File: src/rtl/roi_pkg.sv
// Shared types and constants for the ROI padding block.
//   coord_t   : 16-bit unsigned pixel coordinate / frame dimension
//   pixel_t   : fixed-point pixel, sign + integer + fraction bits
//   state_t   : padding controller states
//   roi_cfg_t : frame size, inclusive ROI bounds and fill value, latched per frame
package roi_pkg;

    localparam int FP_S  = 1;
    localparam int FP_M  = 7;
    localparam int FP_N  = 8;
    localparam int PIX_W = FP_M + FP_N + FP_S;

    localparam int FIFO_DEPTH_DEF = 16;

    typedef logic [15:0]      coord_t;
    typedef logic [PIX_W-1:0] pixel_t;

    typedef enum logic {
        ST_IDLE = 1'b0,
        ST_RUN  = 1'b1
    } state_t;

    typedef struct packed {
        coord_t rows;
        coord_t cols;
        coord_t row_start;
        coord_t row_end;
        coord_t col_start;
        coord_t col_end;
        pixel_t fill;
    } roi_cfg_t;

    // An ROI is usable only if it is non-empty and lies fully inside the frame.
    // A zero-sized frame fails the end < size tests automatically.
    function automatic logic roi_valid(input roi_cfg_t cfg);
        return (cfg.row_start <= cfg.row_end) &&
               (cfg.col_start <= cfg.col_end) &&
               (cfg.row_end   <  cfg.rows)    &&
               (cfg.col_end   <  cfg.cols);
    endfunction

endpackage

File: src/rtl/roi_pad_if.sv
// Pixel stream interface: one pixel per valid cycle with its row/col.
//   clk   : stream clock (only consumed on the writer side)
//   valid : pixel qualifier
//   row   : pixel row
//   col   : pixel column
//   pixel : pixel value
// writer : view of the block that is written into (all signals inputs)
// reader : view of the block that produces the stream (all signals outputs)
interface pixel_data_interface;

    logic            clk;
    logic            valid;
    roi_pkg::coord_t row;
    roi_pkg::coord_t col;
    roi_pkg::pixel_t pixel;

    modport writer (input clk, input valid, input row, input col, input pixel);
    modport reader (output valid, output row, output col, output pixel);

endinterface

File: src/rtl/roi_pad_fifo.sv
// Synchronous single-clock pixel buffer between the ROI input stream and
// the output raster.
//   clk, rst_n : clock, asynchronous active-low reset
//   flush      : empties the buffer; a push on the same edge is kept as the
//                only entry
//   push, din  : write request and data (ignored when full unless popping)
//   pop, dout  : read request and head-of-queue data
//   full/empty : occupancy flags
module pixel_fifo #(
    parameter int DEPTH = 16,
    parameter int WIDTH = 16
) (
    input  logic             clk,
    input  logic             rst_n,
    input  logic             flush,
    input  logic             push,
    input  logic             pop,
    input  logic [WIDTH-1:0] din,
    output logic [WIDTH-1:0] dout,
    output logic             full,
    output logic             empty
);

    localparam int AW = $clog2(DEPTH);
    localparam logic [AW:0] FULL_CNT = DEPTH[AW:0];

    logic [WIDTH-1:0] mem [DEPTH];
    logic [AW-1:0]    wr_ptr;
    logic [AW-1:0]    rd_ptr;
    logic [AW-1:0]    wr_addr;
    logic [AW:0]      count;
    logic             do_push;
    logic             do_pop;

    assign full  = (count == FULL_CNT);
    assign empty = (count == '0);

    // A pop frees the head on the same edge, so a full buffer still accepts.
    assign do_push = push && (flush || !full || pop);
    assign do_pop  = pop && !empty && !flush;
    assign wr_addr = flush ? '0 : wr_ptr;
    assign dout    = mem[rd_ptr];

    always_ff @(posedge clk) begin
        if (do_push) begin
            mem[wr_addr] <= din;
        end
    end

    always_ff @(posedge clk or negedge rst_n) begin
        if (!rst_n) begin
            wr_ptr <= '0;
            rd_ptr <= '0;
            count  <= '0;
        end else if (flush) begin
            rd_ptr <= '0;
            wr_ptr <= do_push ? AW'(1) : '0;
            count  <= do_push ? (AW+1)'(1) : '0;
        end else begin
            if (do_push) begin
                wr_ptr <= wr_ptr + 1'b1;
            end
            if (do_pop) begin
                rd_ptr <= rd_ptr + 1'b1;
            end
            case ({do_push, do_pop})
                2'b10:   count <= count + 1'b1;
                2'b01:   count <= count - 1'b1;
                default: count <= count;
            endcase
        end
    end

endmodule

File: src/rtl/roi_pad.sv
// Places a cropped ROI pixel stream into a full output frame, padding every
// position outside the ROI with a fill value.
//   in           : cropped ROI stream and the block clock (in.clk)
//   rst_n_i      : asynchronous active-low reset
//   out          : full-frame raster stream, absolute row/col
//   frame_*_i    : output frame size in pixels
//   row/col_*_i  : inclusive ROI bounds within the output frame
//   fill_i       : pixel emitted outside the ROI
//   busy_o       : frame in progress
//   overflow_o   : sticky, an ROI pixel was dropped on a full buffer
//
// state | meaning
// IDLE  | waiting for a start pixel (valid at row 0, col 0)
// RUN   | walking the output raster, emitting fill or buffered ROI pixels
module roi_pad
    import roi_pkg::*;
#(
    parameter int FIFO_DEPTH = FIFO_DEPTH_DEF
) (
    pixel_data_interface.writer in,
    input  logic                rst_n_i,
    pixel_data_interface.reader out,
    input  coord_t              frame_rows_i,
    input  coord_t              frame_cols_i,
    input  coord_t              row_start_i,
    input  coord_t              row_end_i,
    input  coord_t              col_start_i,
    input  coord_t              col_end_i,
    input  pixel_t              fill_i,
    output logic                busy_o,
    output logic                overflow_o
);

    logic     clk;
    state_t   state_q, state_d;
    roi_cfg_t cfg_q, cfg_in;
    coord_t   r_q, c_q;
    logic     armed_q;

    logic     out_valid_q;
    coord_t   out_row_q, out_col_q;
    pixel_t   out_pixel_q;
    logic     overflow_q;

    logic     start_hit, cfg_ok, in_roi, emit, pop, last_px, eof, restart, push;
    pixel_t   fifo_dout;
    logic     fifo_full, fifo_empty;

    assign clk = in.clk;

    always_comb begin
        cfg_in           = '0;
        cfg_in.rows      = frame_rows_i;
        cfg_in.cols      = frame_cols_i;
        cfg_in.row_start = row_start_i;
        cfg_in.row_end   = row_end_i;
        cfg_in.col_start = col_start_i;
        cfg_in.col_end   = col_end_i;
        cfg_in.fill      = fill_i;
    end

    always_comb begin
        start_hit = in.valid && (in.row == '0) && (in.col == '0) &&
                    (frame_rows_i != '0) && (frame_cols_i != '0);
        cfg_ok    = roi_valid(cfg_q);
        in_roi    = cfg_ok &&
                    (r_q >= cfg_q.row_start) && (r_q <= cfg_q.row_end) &&
                    (c_q >= cfg_q.col_start) && (c_q <= cfg_q.col_end);
        // Fill positions never wait on the buffer; ROI positions stall until data arrives.
        emit      = (state_q == ST_RUN) && armed_q && (!in_roi || !fifo_empty);
        pop       = emit && in_roi;
        last_px   = (r_q == cfg_q.rows - 16'd1) && (c_q == cfg_q.cols - 16'd1);
        eof       = emit && last_px;
        // A start pixel on the end-of-frame edge begins the next frame directly.
        restart   = start_hit && ((state_q == ST_IDLE) || eof);

        state_d = state_q;
        if (eof) begin
            state_d = ST_IDLE;
        end
        if (restart) begin
            state_d = ST_RUN;
        end

        push = 1'b0;
        if (restart) begin
            push = roi_valid(cfg_in);
        end else if ((state_q == ST_RUN) && !eof) begin
            push = in.valid && cfg_ok;
        end
    end

    pixel_fifo #(
        .DEPTH (FIFO_DEPTH),
        .WIDTH (PIX_W)
    ) u_fifo (
        .clk   (clk),
        .rst_n (rst_n_i),
        .flush (eof),
        .push  (push),
        .pop   (pop),
        .din   (in.pixel),
        .dout  (fifo_dout),
        .full  (fifo_full),
        .empty (fifo_empty)
    );

    always_ff @(posedge clk or negedge rst_n_i) begin
        if (!rst_n_i) begin
            state_q     <= ST_IDLE;
            cfg_q       <= '0;
            r_q         <= '0;
            c_q         <= '0;
            armed_q     <= 1'b0;
            out_valid_q <= 1'b0;
            out_row_q   <= '0;
            out_col_q   <= '0;
            out_pixel_q <= '0;
            overflow_q  <= 1'b0;
        end else begin
            state_q <= state_d;

            if (push && fifo_full && !pop && !eof) begin
                overflow_q <= 1'b1;
            end

            // armed_q holds off the raster for the first RUN cycle so the first
            // output lands two edges after the start pixel is sampled.
            if (restart) begin
                cfg_q   <= cfg_in;
                r_q     <= '0;
                c_q     <= '0;
                armed_q <= 1'b0;
            end else begin
                armed_q <= (state_q == ST_RUN) && !eof;
                if (emit) begin
                    if (c_q == cfg_q.cols - 16'd1) begin
                        c_q <= '0;
                        r_q <= last_px ? '0 : r_q + 16'd1;
                    end else begin
                        c_q <= c_q + 16'd1;
                    end
                end
            end

            out_valid_q <= emit;
            if (emit) begin
                out_row_q   <= r_q;
                out_col_q   <= c_q;
                out_pixel_q <= in_roi ? fifo_dout : cfg_q.fill;
            end
        end
    end

    assign out.valid  = out_valid_q;
    assign out.row    = out_row_q;
    assign out.col    = out_col_q;
    assign out.pixel  = out_pixel_q;
    assign busy_o     = (state_q == ST_RUN);
    assign overflow_o = overflow_q;

endmodule

File: src/flat_wrapper.sv
// flat-port wrapper written by rule: the top's interface ports become plain ports
module roi_pad_flat import roi_pkg::*;
#(
    parameter int FIFO_DEPTH = FIFO_DEPTH_DEF
)
  (rst_n_i, frame_rows_i, frame_cols_i, row_start_i, row_end_i, col_start_i, col_end_i, fill_i, busy_o, overflow_o, in_clk, in_valid, in_row, in_col, in_pixel, out_valid, out_row, out_col, out_pixel);
  pixel_data_interface in_i ();
  pixel_data_interface out_i ();
  input  logic rst_n_i;
  input  coord_t frame_rows_i;
  input  coord_t frame_cols_i;
  input  coord_t row_start_i;
  input  coord_t row_end_i;
  input  coord_t col_start_i;
  input  coord_t col_end_i;
  input  pixel_t fill_i;
  output logic busy_o;
  output logic overflow_o;
  input wire logic [$bits(in_i.clk)-1:0] in_clk;
  input wire logic [$bits(in_i.valid)-1:0] in_valid;
  input wire logic [$bits(in_i.row)-1:0] in_row;
  input wire logic [$bits(in_i.col)-1:0] in_col;
  input wire logic [$bits(in_i.pixel)-1:0] in_pixel;
  output wire logic [$bits(out_i.valid)-1:0] out_valid;
  output wire logic [$bits(out_i.row)-1:0] out_row;
  output wire logic [$bits(out_i.col)-1:0] out_col;
  output wire logic [$bits(out_i.pixel)-1:0] out_pixel;
  assign in_i.clk = in_clk;
  assign in_i.valid = in_valid;
  assign in_i.row = in_row;
  assign in_i.col = in_col;
  assign in_i.pixel = in_pixel;
  assign out_valid = out_i.valid;
  assign out_row = out_i.row;
  assign out_col = out_i.col;
  assign out_pixel = out_i.pixel;
  roi_pad #(.FIFO_DEPTH(FIFO_DEPTH)) u_core (.in(in_i), .rst_n_i(rst_n_i), .out(out_i), .frame_rows_i(frame_rows_i), .frame_cols_i(frame_cols_i), .row_start_i(row_start_i), .row_end_i(row_end_i), .col_start_i(col_start_i), .col_end_i(col_end_i), .fill_i(fill_i), .busy_o(busy_o), .overflow_o(overflow_o));
endmodule
File: config.mk
export PLATFORM = sky130hd
export DESIGN_NAME = roi_pad_flat
export DESIGN_NICKNAME = d
export VERILOG_FILES = /design/src/rtl/roi_pkg.sv /design/src/rtl/roi_pad_if.sv /design/src/rtl/roi_pad_fifo.sv /design/src/rtl/roi_pad.sv /design/src/flat_wrapper.sv
export SDC_FILE = /design/constraint.sdc
export NUM_CORES = 1
export LEC_CHECK = 0
export BUFFER_PORTS_ARGS = -buffer_cell sky130_fd_sc_hd__clkbuf_2
export CAP_MARGIN = 15
export CORE_MARGIN = 5
export CORE_UTILIZATION = 45
export CTS_BUF_LIST = sky130_fd_sc_hd__clkbuf_4 sky130_fd_sc_hd__clkbuf_8
export CTS_CLUSTER_DIAMETER = 50
export DETAILED_ROUTE_END_ITERATION = 16
export PLACE_DENSITY_LB_ADDON = 0.15
export SLEW_MARGIN = 15
export SYNTH_ARGS = -nofsm -noshare
export SYNTH_HDL_FRONTEND = slang
export SYNTH_HIERARCHICAL = 1
export SYNTH_SLANG_ARGS = --single-unit
File: constraint.sdc
create_clock -name in_clk -period 7.37 [get_ports in_clk]
set_input_delay 1.474 -clock in_clk [delete_from_list [all_inputs] [get_ports in_clk]]
set_output_delay 1.474 -clock in_clk [all_outputs]
set_load 0.05 [all_outputs]
==> impl_metrics.yaml, run 1 <==
logic_synthesis:
  yosysUniqueCellTypes: 83
  synth_top_cells_by_count: "edfxtp_1 (256), dfrtp_1 (209), ha_1 (197), inv_1 (188), mux2i_1 (132)"
  synth-edff-count: 256
  synth_top_area_cell: "edfxtp_1"
  syn_area_per_cell_um2: 12.30
  seq_area_frac_synth_pct: 52.67
  async_flop_share_pct: 44.95
  synth_seq_cells: 465
  synthFlopType: "edfxtp_1"
  yosysMostFrequentCell: "edfxtp_1"
  synthTopCellsByArea: "edfxtp_1 (31%), dfrtp_1 (21%), ha_1 (10%)"
  yosys_warnings: 6
  synth_nets: 2355
  synth_area_mm2: 0.02453
  syn_inst: 1994
  netlist.area_leader.share_pct: 31.34
floorplan:
  rows: 85
  coreArea_mm2: 0.05392
  die_h_um: 243.5
  die_w_um: 243.5
  dieArea_mm2: 0.05927
  start_util_pct: 45.49
  io_pins: 214
sta:
  rsz0062_at_grt: "no"
  max_freq_ghz: 0.1758
  postLayoutSetupSlackWorst_ns: 1.682
  tns_ns: 0
  fin_crit_sh_pct: 77.17
  finClkSkew_ns: 0.02814
  period_needed_ns: 5.688
  max-slew-margin-rel_pct: 18.83
  drv_slew: 0
  finalHoldViolations: 0
  worst_slew_pin_slew_ns: 1.218
  whs_ns: 0.4804
  setup_viol: 0
clock_tree:
  insertion_delay_ns: 0.68
  clockRootBuffer: "clkbuf_8"
  cts_tree: "built"
  cts.sinks: 465
  htreeDepth: 3
  post_cts_resized: 0
  path_clk_slew_ns: 0.06
  cts_setup_buffers: 0
  cts_hold_buffers: 0
  clk_path_buf_depth: 3
  numCtsBuffers: 85
critical_path:
  cp-end-kind: "flip-flop"
  worstPathRequired_ns: 7.90
  crit_path_max_fanout: 13
  crit_chain: "nor4_2 > a21oi_1 > or4b_1 > a2111o_1 > or4_4 > nor4_4 > a21boi_2 > mux2i_1 > buf_4 > nor3_1 > inv_1 > fa_1 > nor2b_1 > o21a_1 > o211a_1 > o21ai_0 > nor3b_2"
  path_delay_family: "simple AND/OR/NAND/NOR gates"
  start_kind: "flip-flop"
  crit_slowest_cell: "nor4_2"
  r2r-end: "u_core/u_fifo/count[4]"
  worst_r2r_path_depth: 17
  crit_type: "reg2reg"
  worstPathArrival_ns: 6.22
  r2r_start: "u_core/cfg_q[82]"
  slowest_delay_ns: 0.86
  rrSetupSlack_ns: 1.68
  worstPathBufferInverterCount: 2
placed_design:
  io_buffers: 213
  dp_worst_setup_slack_ns: 1.489
  place_congestion: 0.9016
  placed_area_mm2: 0.02635
  hpwl_um: 47820
pwr:
  pwr-share-comb_pct: 3.5
  leakagePower_nw: 12.25
  total_power_mw: 5.598
  cell_internal_pwr_mw: 4.361
  switching_share_pct: 22.09
  clockPowerShare_pct: 47.3
  ir_drop_v: 0.0001667
  power_switching_mw: 1.237
  seqPwrFrac_pct: 49.1
  power_density_mw_per_mm2: 198.3
global_route:
  grt_pass1_wl_um: 103100
  antenna_found_initial: 0
  grt_start_max_net_pins: 113
  grt_use_met1_pct: 30.12
  top_usage_layer: "met2"
  met3_usage_pct: 4.483
  met2_usage_pct: 35.94
  grt_pass1_vias: 17410
  overflow: 0
  track_usage_pct: 22.15
hold_path:
  hp-class: "reg2reg"
  hold_start: "u_core/out.col[4]"
  hold_depth: 2
  holdPathEnd: "u_core/out.col[4]"
finish:
  nets: 2615
  synthToLayoutAreaGrowth_pct: 15.09
  nFillCells: 4690
  drive_gt1_share_pct: 22.81
  design_area_mm2: 0.02823
  insertedDiodeCount: 0
drt:
  routed_wl_um: 66370
  drt_pass1_iterations: 5
  num_vias: 17030
  first_iter_violations: 996
  drc: 0
  post_drt_wl_per_cell_um: 21.98
  ant_nets: 0
  routed_via_density: 5.640
status:
  status: "finished clean"
flow_run:
  max_cap_viol_count: 0
## state kept, by name, indices dropped and copies added (netlist names)
| register | cells |
|---|---|
| u_core/armed_q | 1 |
| u_core/u_fifo/rd_ptr | 4 |
| u_core/out.col | 16 |
| u_core/u_fifo/wr_ptr | 4 |
| u_core/r_q | 16 |
| u_core/out.valid | 1 |
| u_core/u_fifo/count | 5 |
| u_core/cfg_q | 112 |
| u_core/overflow_o | 1 |
| u_core/out.pixel | 16 |
| u_core/busy_o | 1 |
| u_core/c_q | 16 |
| u_core/out.row | 16 |
| u_core/u_fifo/mem | 256 |
## placed cells by master (no fill, tap or decap), types with 27 or more instances in the layout
cell and instances:
nor2_1 77, a21o_1 27, clkbuf_4 29, mux4_2 32, clkbuf_8 101, buf_4 29, edfxtp_1 256, a21oi_1 88
inv_1 188, nand4_1 42, clkbuf_2 212, nand2_1 95, ha_1 197, mux2i_1 132, o21ai_0 109, dfrtp_1 208
mux2_2 72, nand3_1 39
## worst max-delay path by stage
stage / start / to / slack, ns / cells after the start
after floorplan: in_row[12] / u_core/u_fifo/mem[1][0] / 1.96 / 11
after global placement: in_row[12] / u_core/u_fifo/mem[6][10] / 1.64 / 13
after detailed placement: in_row[12] / u_core/u_fifo/mem[4][7] / 1.49 / 12
after CTS: u_core/cfg_q[82] / u_core/u_fifo/count[4] / 1.75 / 17
after global routing: u_core/cfg_q[59] / u_core/u_fifo/count[4] / 1.22 / 19
final: u_core/cfg_q[82] / u_core/u_fifo/count[4] / 1.68 / 17
## tightest hold or removal path: cells and delay by family (launching register included)
kind             cells  cell delay, ns
AO/OA/AOI/OAI        1            0.06
AND/OR/NAND/NOR      1            0.05
flip-flops           1            0.34
## per-stage QoR
stage,utilization [%],instances
after floorplan,-,1994
after global placement,48.87,2863
after detailed placement,48.87,2863
after CTS,52.35,3020
after global routing,52.35,3020
final,52.35,3020
## cells by family after synthesis
family                     Yosys count  synth area share [%]
AOI/OAI and AO/OA                  372                 9.846
buffers and inverters              258                 4.392
adders and majority gates          198                 10.13
muxes                              254                 12.61
and+or+nand+nor                    403                 8.719
DFF                                465                 52.67
xor gates and xnor gates            44                 1.632
## area by class of cell
cell class,count,area (um2),share of cell area (%)
Multi-Input combinational cell,1271,10540,37.35
Clock buffer,130,1608,5.696
Clock inverter,27,265.3,0.9398
Sequential cell,465,12920,45.78
Timing Repair Buffer,243,1314,4.654
Inverter,188,705.7,2.500
Tap cell,696,870.8,3.085
## per-layer routing
metal | routed length [um] | share of wire, % | vias up
li1 | - | - | 7993
met4 | 2130 | 3.2 | 0
met1 | 29720 | 45 | 8427
met2 | 31050 | 47 | 483
met3 | 3471 | 5.2 | 131
met5 | 0 | 0 | -
## power groups by stage
stage / registers [mW] / clock network [mW] / logic (mW)
after floorplan: 2.80 / 0 / 0.0611
after global placement: 2.80 / 0 / 0.195
after detailed placement: 2.80 / 0 / 0.199
after CTS: 2.75 / 2.73 / 0.200
after global routing: 2.75 / 2.85 / 0.222
final: 2.75 / 2.65 / 0.198
(Power assumes the default switching activity.)
==> run 2, diff against run 1 <==
--- a/config.mk
+++ b/config.mk
@@ -5,6 +5,7 @@
 export SDC_FILE = /design/constraint.sdc
 export NUM_CORES = 1
 export LEC_CHECK = 0
+export ABC_AREA = 1
 export BUFFER_PORTS_ARGS = -buffer_cell sky130_fd_sc_hd__clkbuf_2
 export CAP_MARGIN = 15
 export CORE_MARGIN = 5
==> constraint.sdc (replaced) <==
create_clock -name in_clk -period 5.85 [get_ports in_clk]
set_input_delay 1.17 -clock in_clk [delete_from_list [all_inputs] [get_ports in_clk]]
set_output_delay 1.17 -clock in_clk [all_outputs]
set_load 0.05 [all_outputs]
==> impl_metrics.yaml, run 2 <==
status:
  status: "finished clean"
sta:
  worst_slew_pin_slew_ns: 1.141
  finalHoldViolations: 0
  period_needed_ns: 4.778
  max-slew-margin-rel_pct: 23.83
  drv_slew: 0
  finClkSkew_ns: 0.03787
  rsz0062_at_grt: "no"
  setup_viol: 0
  max_freq_ghz: 0.2093
  fin_crit_sh_pct: 81.68
  tns_ns: 0
clock_tree:
  path_clk_slew_ns: 0.06
  clk_path_buf_depth: 3
  cts.sinks: 465
  post_cts_resized: 0
  insertion_delay_ns: 0.69
  htreeDepth: 3
  cts_tree: "built"
  cts_hold_buffers: 0
  cts_setup_buffers: 0
  clockRootBuffer: "clkbuf_8"
  numCtsBuffers: 84
floorplan:
  die_w_um: 248.6
  rows: 87
  start_util_pct: 45.42
  dieArea_mm2: 0.06179
  io_pins: 214
  coreArea_mm2: 0.05639
  die_h_um: 248.6
global_route:
  grt_pass1_wl_um: 115000
  met3_usage_pct: 4.911
  overflow: 0
  grt_start_max_net_pins: 118
  antenna_found_initial: 4
  top_usage_layer: "met2"
  met2_usage_pct: 40.54
  track_usage_pct: 23.34
  grt_pass1_vias: 20070
  grt_use_met1_pct: 29.70
logic_synthesis:
  synth_nets: 3163
  syn_area_per_cell_um2: 9.141
  synth_top_area_cell: "edfxtp_1"
  synthTopCellsByArea: "edfxtp_1 (30%), dfrtp_1 (20%), ha_1 (9.6%)"
  synthFlopType: "edfxtp_1"
  yosysUniqueCellTypes: 56
  async_flop_share_pct: 44.95
  synth_seq_cells: 465
  synth_top_cells_by_count: "nand2_1 (600), inv_1 (284), edfxtp_1 (256), nor2_1 (249), dfrtp_1 (209)"
  synth-edff-count: 256
  yosysMostFrequentCell: "nand2_1"
  seq_area_frac_synth_pct: 50.43
  yosys_warnings: 6
  syn_inst: 2802
  synth_area_mm2: 0.02561
  netlist.area_leader.share_pct: 30.01
finish:
  final_common_cell: "nand2_1"
  synthToLayoutAreaGrowth_pct: 13.30
  layout_common_cells: "nand2_1 (599), inv_1 (284), edfxtp_1 (256)"
  nets: 3383
  nFillCells: 5314
  design_area_mm2: 0.02902
  drive_gt1_share_pct: 14.64
  top_register: "u_core/u_fifo/mem"
  reg.largest.list: "u_core/u_fifo/mem (256), u_core/cfg_q (112)"
  largest_reg_flops: 256
hold_path:
  hold_depth: 2
  hold_start: "u_core/cfg_q[12]"
  holdPathEnd: "u_core/cfg_q[12]"
  hp-class: "reg2reg"
drt:
  drt_pass1_iterations: 5
  drc: 0
  num_vias: 20600
  first_iter_violations: 1608
  post_drt_wl_per_cell_um: 19.34
  routed_wl_um: 74380
  ant_nets: 0
  routed_via_density: 5.355
placed_design:
  io_buffers: 213
  placed_area_mm2: 0.02724
  hpwl_um: 52670
  place_congestion: 0.9468
critical_path:
  crit_chain: "inv_1 > ha_1 > nand3_2 > nor2_2 > nand2_2 > inv_2 > nand2_1 > nand2_1 > nand2_1 > nor2_1 > nand2_1 > nor2_1 > nand2_1 > buf_4 > nor2_4 > nand3_2 > nand2_4 > nand3_1 > nand2_1 > nand2_2 > inv_2 > nand3_1 > nor2_2"
  slowest_delay_ns: 0.92
  worstPathArrival_ns: 5.08
  start_kind: "flip-flop"
  crit_path_frequent_cell: "nand2_1"
  crit_path_max_fanout: 20
  crit_slowest_cell: "nor2_2"
  worst_r2r_path_depth: 23
  path_delay_family: "simple AND/OR/NAND/NOR gates"
  worstPathBufferInverterCount: 4
  r2r-end: "u_core/u_fifo/mem[8][6]"
  crit_type: "reg2reg"
  r2r_start: "u_core/cfg_q[80]"
  rrSetupSlack_ns: 1.07
  cp-end-kind: "flip-flop"
  worstPathRequired_ns: 6.15
pwr:
  power_density_mw_per_mm2: 239.5
  leakagePower_nw: 13.30
  ir_drop_v: 0.0001872
flow_run:
  max_cap_viol_count: 0
## run 2: changes by cell type in the layout (fill, tap and decap cells not counted), sizes merged, moves of 32 or more
| cell | delta |
|---|---|
| nand2 | +516 |
| xor2 | +32 |
| mux2i | -132 |
| o21ai | +126 |
| nand4 | +39 |
| nor2 | +181 |
| a21oi | +40 |
| mux4 | -32 |
| o211ai | +34 |
| mux2 | -90 |
| inv | +109 |
| nand3 | +149 |
## run 2: area by class of cell
| type | count | area, um2 | area share [%] |
|---|---|---|---|
| multi-input cells | 1933 | 10970 | 37.80 |
| flip-flops and latches | 465 | 12920 | 44.53 |
| diodes | 2 | 5.005 | 0.01725 |
| clock inverters | 35 | 322.8 | 1.112 |
| inverters | 298 | 1126 | 3.881 |
| well taps | 756 | 945.9 | 3.260 |
| clock buffers | 117 | 1448 | 4.989 |
| repair buffers | 240 | 1279 | 4.407 |
## run 2: metal layers
metal | up-vias | share of wire [%]
li1 | 10030 | -
met1 | 9797 | 41
met2 | 645 | 49
met3 | 117 | 6.6
met4 | 4 | 2.5
met5 | - | 0.036
## run 2: power breakdown
part           internal [mW]  switching (mW)  total, mW
clock                   1.80            1.43       3.23
combinational         0.0858           0.174      0.260
sequential              3.46               0       3.46
total                   5.35            1.60       6.95
## run 2: kinds of logic (layout without fill, tap and decap cells)
kind of cell | count (synthesis) | count (layout) | share of synthesized area, %
other | 0 | 2 | 0
buffers and inverters | 404 | 690 | 6.898
and+or+nand+nor | 1212 | 1212 | 20.65
AOI/OAI and AO/OA | 455 | 455 | 9.907
adders and majority gates | 198 | 198 | 9.702
xor gates and xnor gates | 68 | 68 | 2.408
DFF | 465 | 465 | 50.43
## run 2: tightest hold or removal path: cells and delay by family (launching register included)
| family | cells | cell delay [ns] |
|---|---|---|
| and+or+nand+nor | 2 | 0.10 |
| DFF | 1 | 0.34 |
## run 2: how the worst max path moves through the flow
stage / startpoint / endpoint / slack (ns) / cells past startpoint
2_1_floorplan: u_core/c_q[1] / u_core/u_fifo/mem[10][0] / 1.71 / 19
3_3_place_gp: in_col[0] / u_core/u_fifo/mem[8][5] / 0.70 / 11
3_5_place_dp: frame_cols_i[12] / u_core/u_fifo/mem[8][5] / 0.63 / 11
4_1_cts: u_core/cfg_q[80] / u_core/u_fifo/mem[8][1] / 1.07 / 23
5_1_grt: u_core/cfg_q[80] / u_core/u_fifo/mem[8][1] / 0.64 / 23
6_report: u_core/cfg_q[80] / u_core/u_fifo/mem[8][6] / 1.07 / 23
## run 2: metrics by stage
stage | hold WS [ns] | util (%) | power (mW) | instances | worst slack (ns)
global route | 0.4941 | 51.46 | 7.228 | 3845 | 0.6425
floorplan | 0.4422 | - | 3.616 | 2802 | 1.712
detailed placement | 0.4611 | 48.31 | 3.789 | 3692 | 0.6250
global placement | 0.4569 | 48.31 | 3.782 | 3692 | 0.6954
CTS | 0.4750 | 51.45 | 7.046 | 3844 | 1.065
finish | 0.4754 | 51.46 | 6.951 | 3846 | 1.072
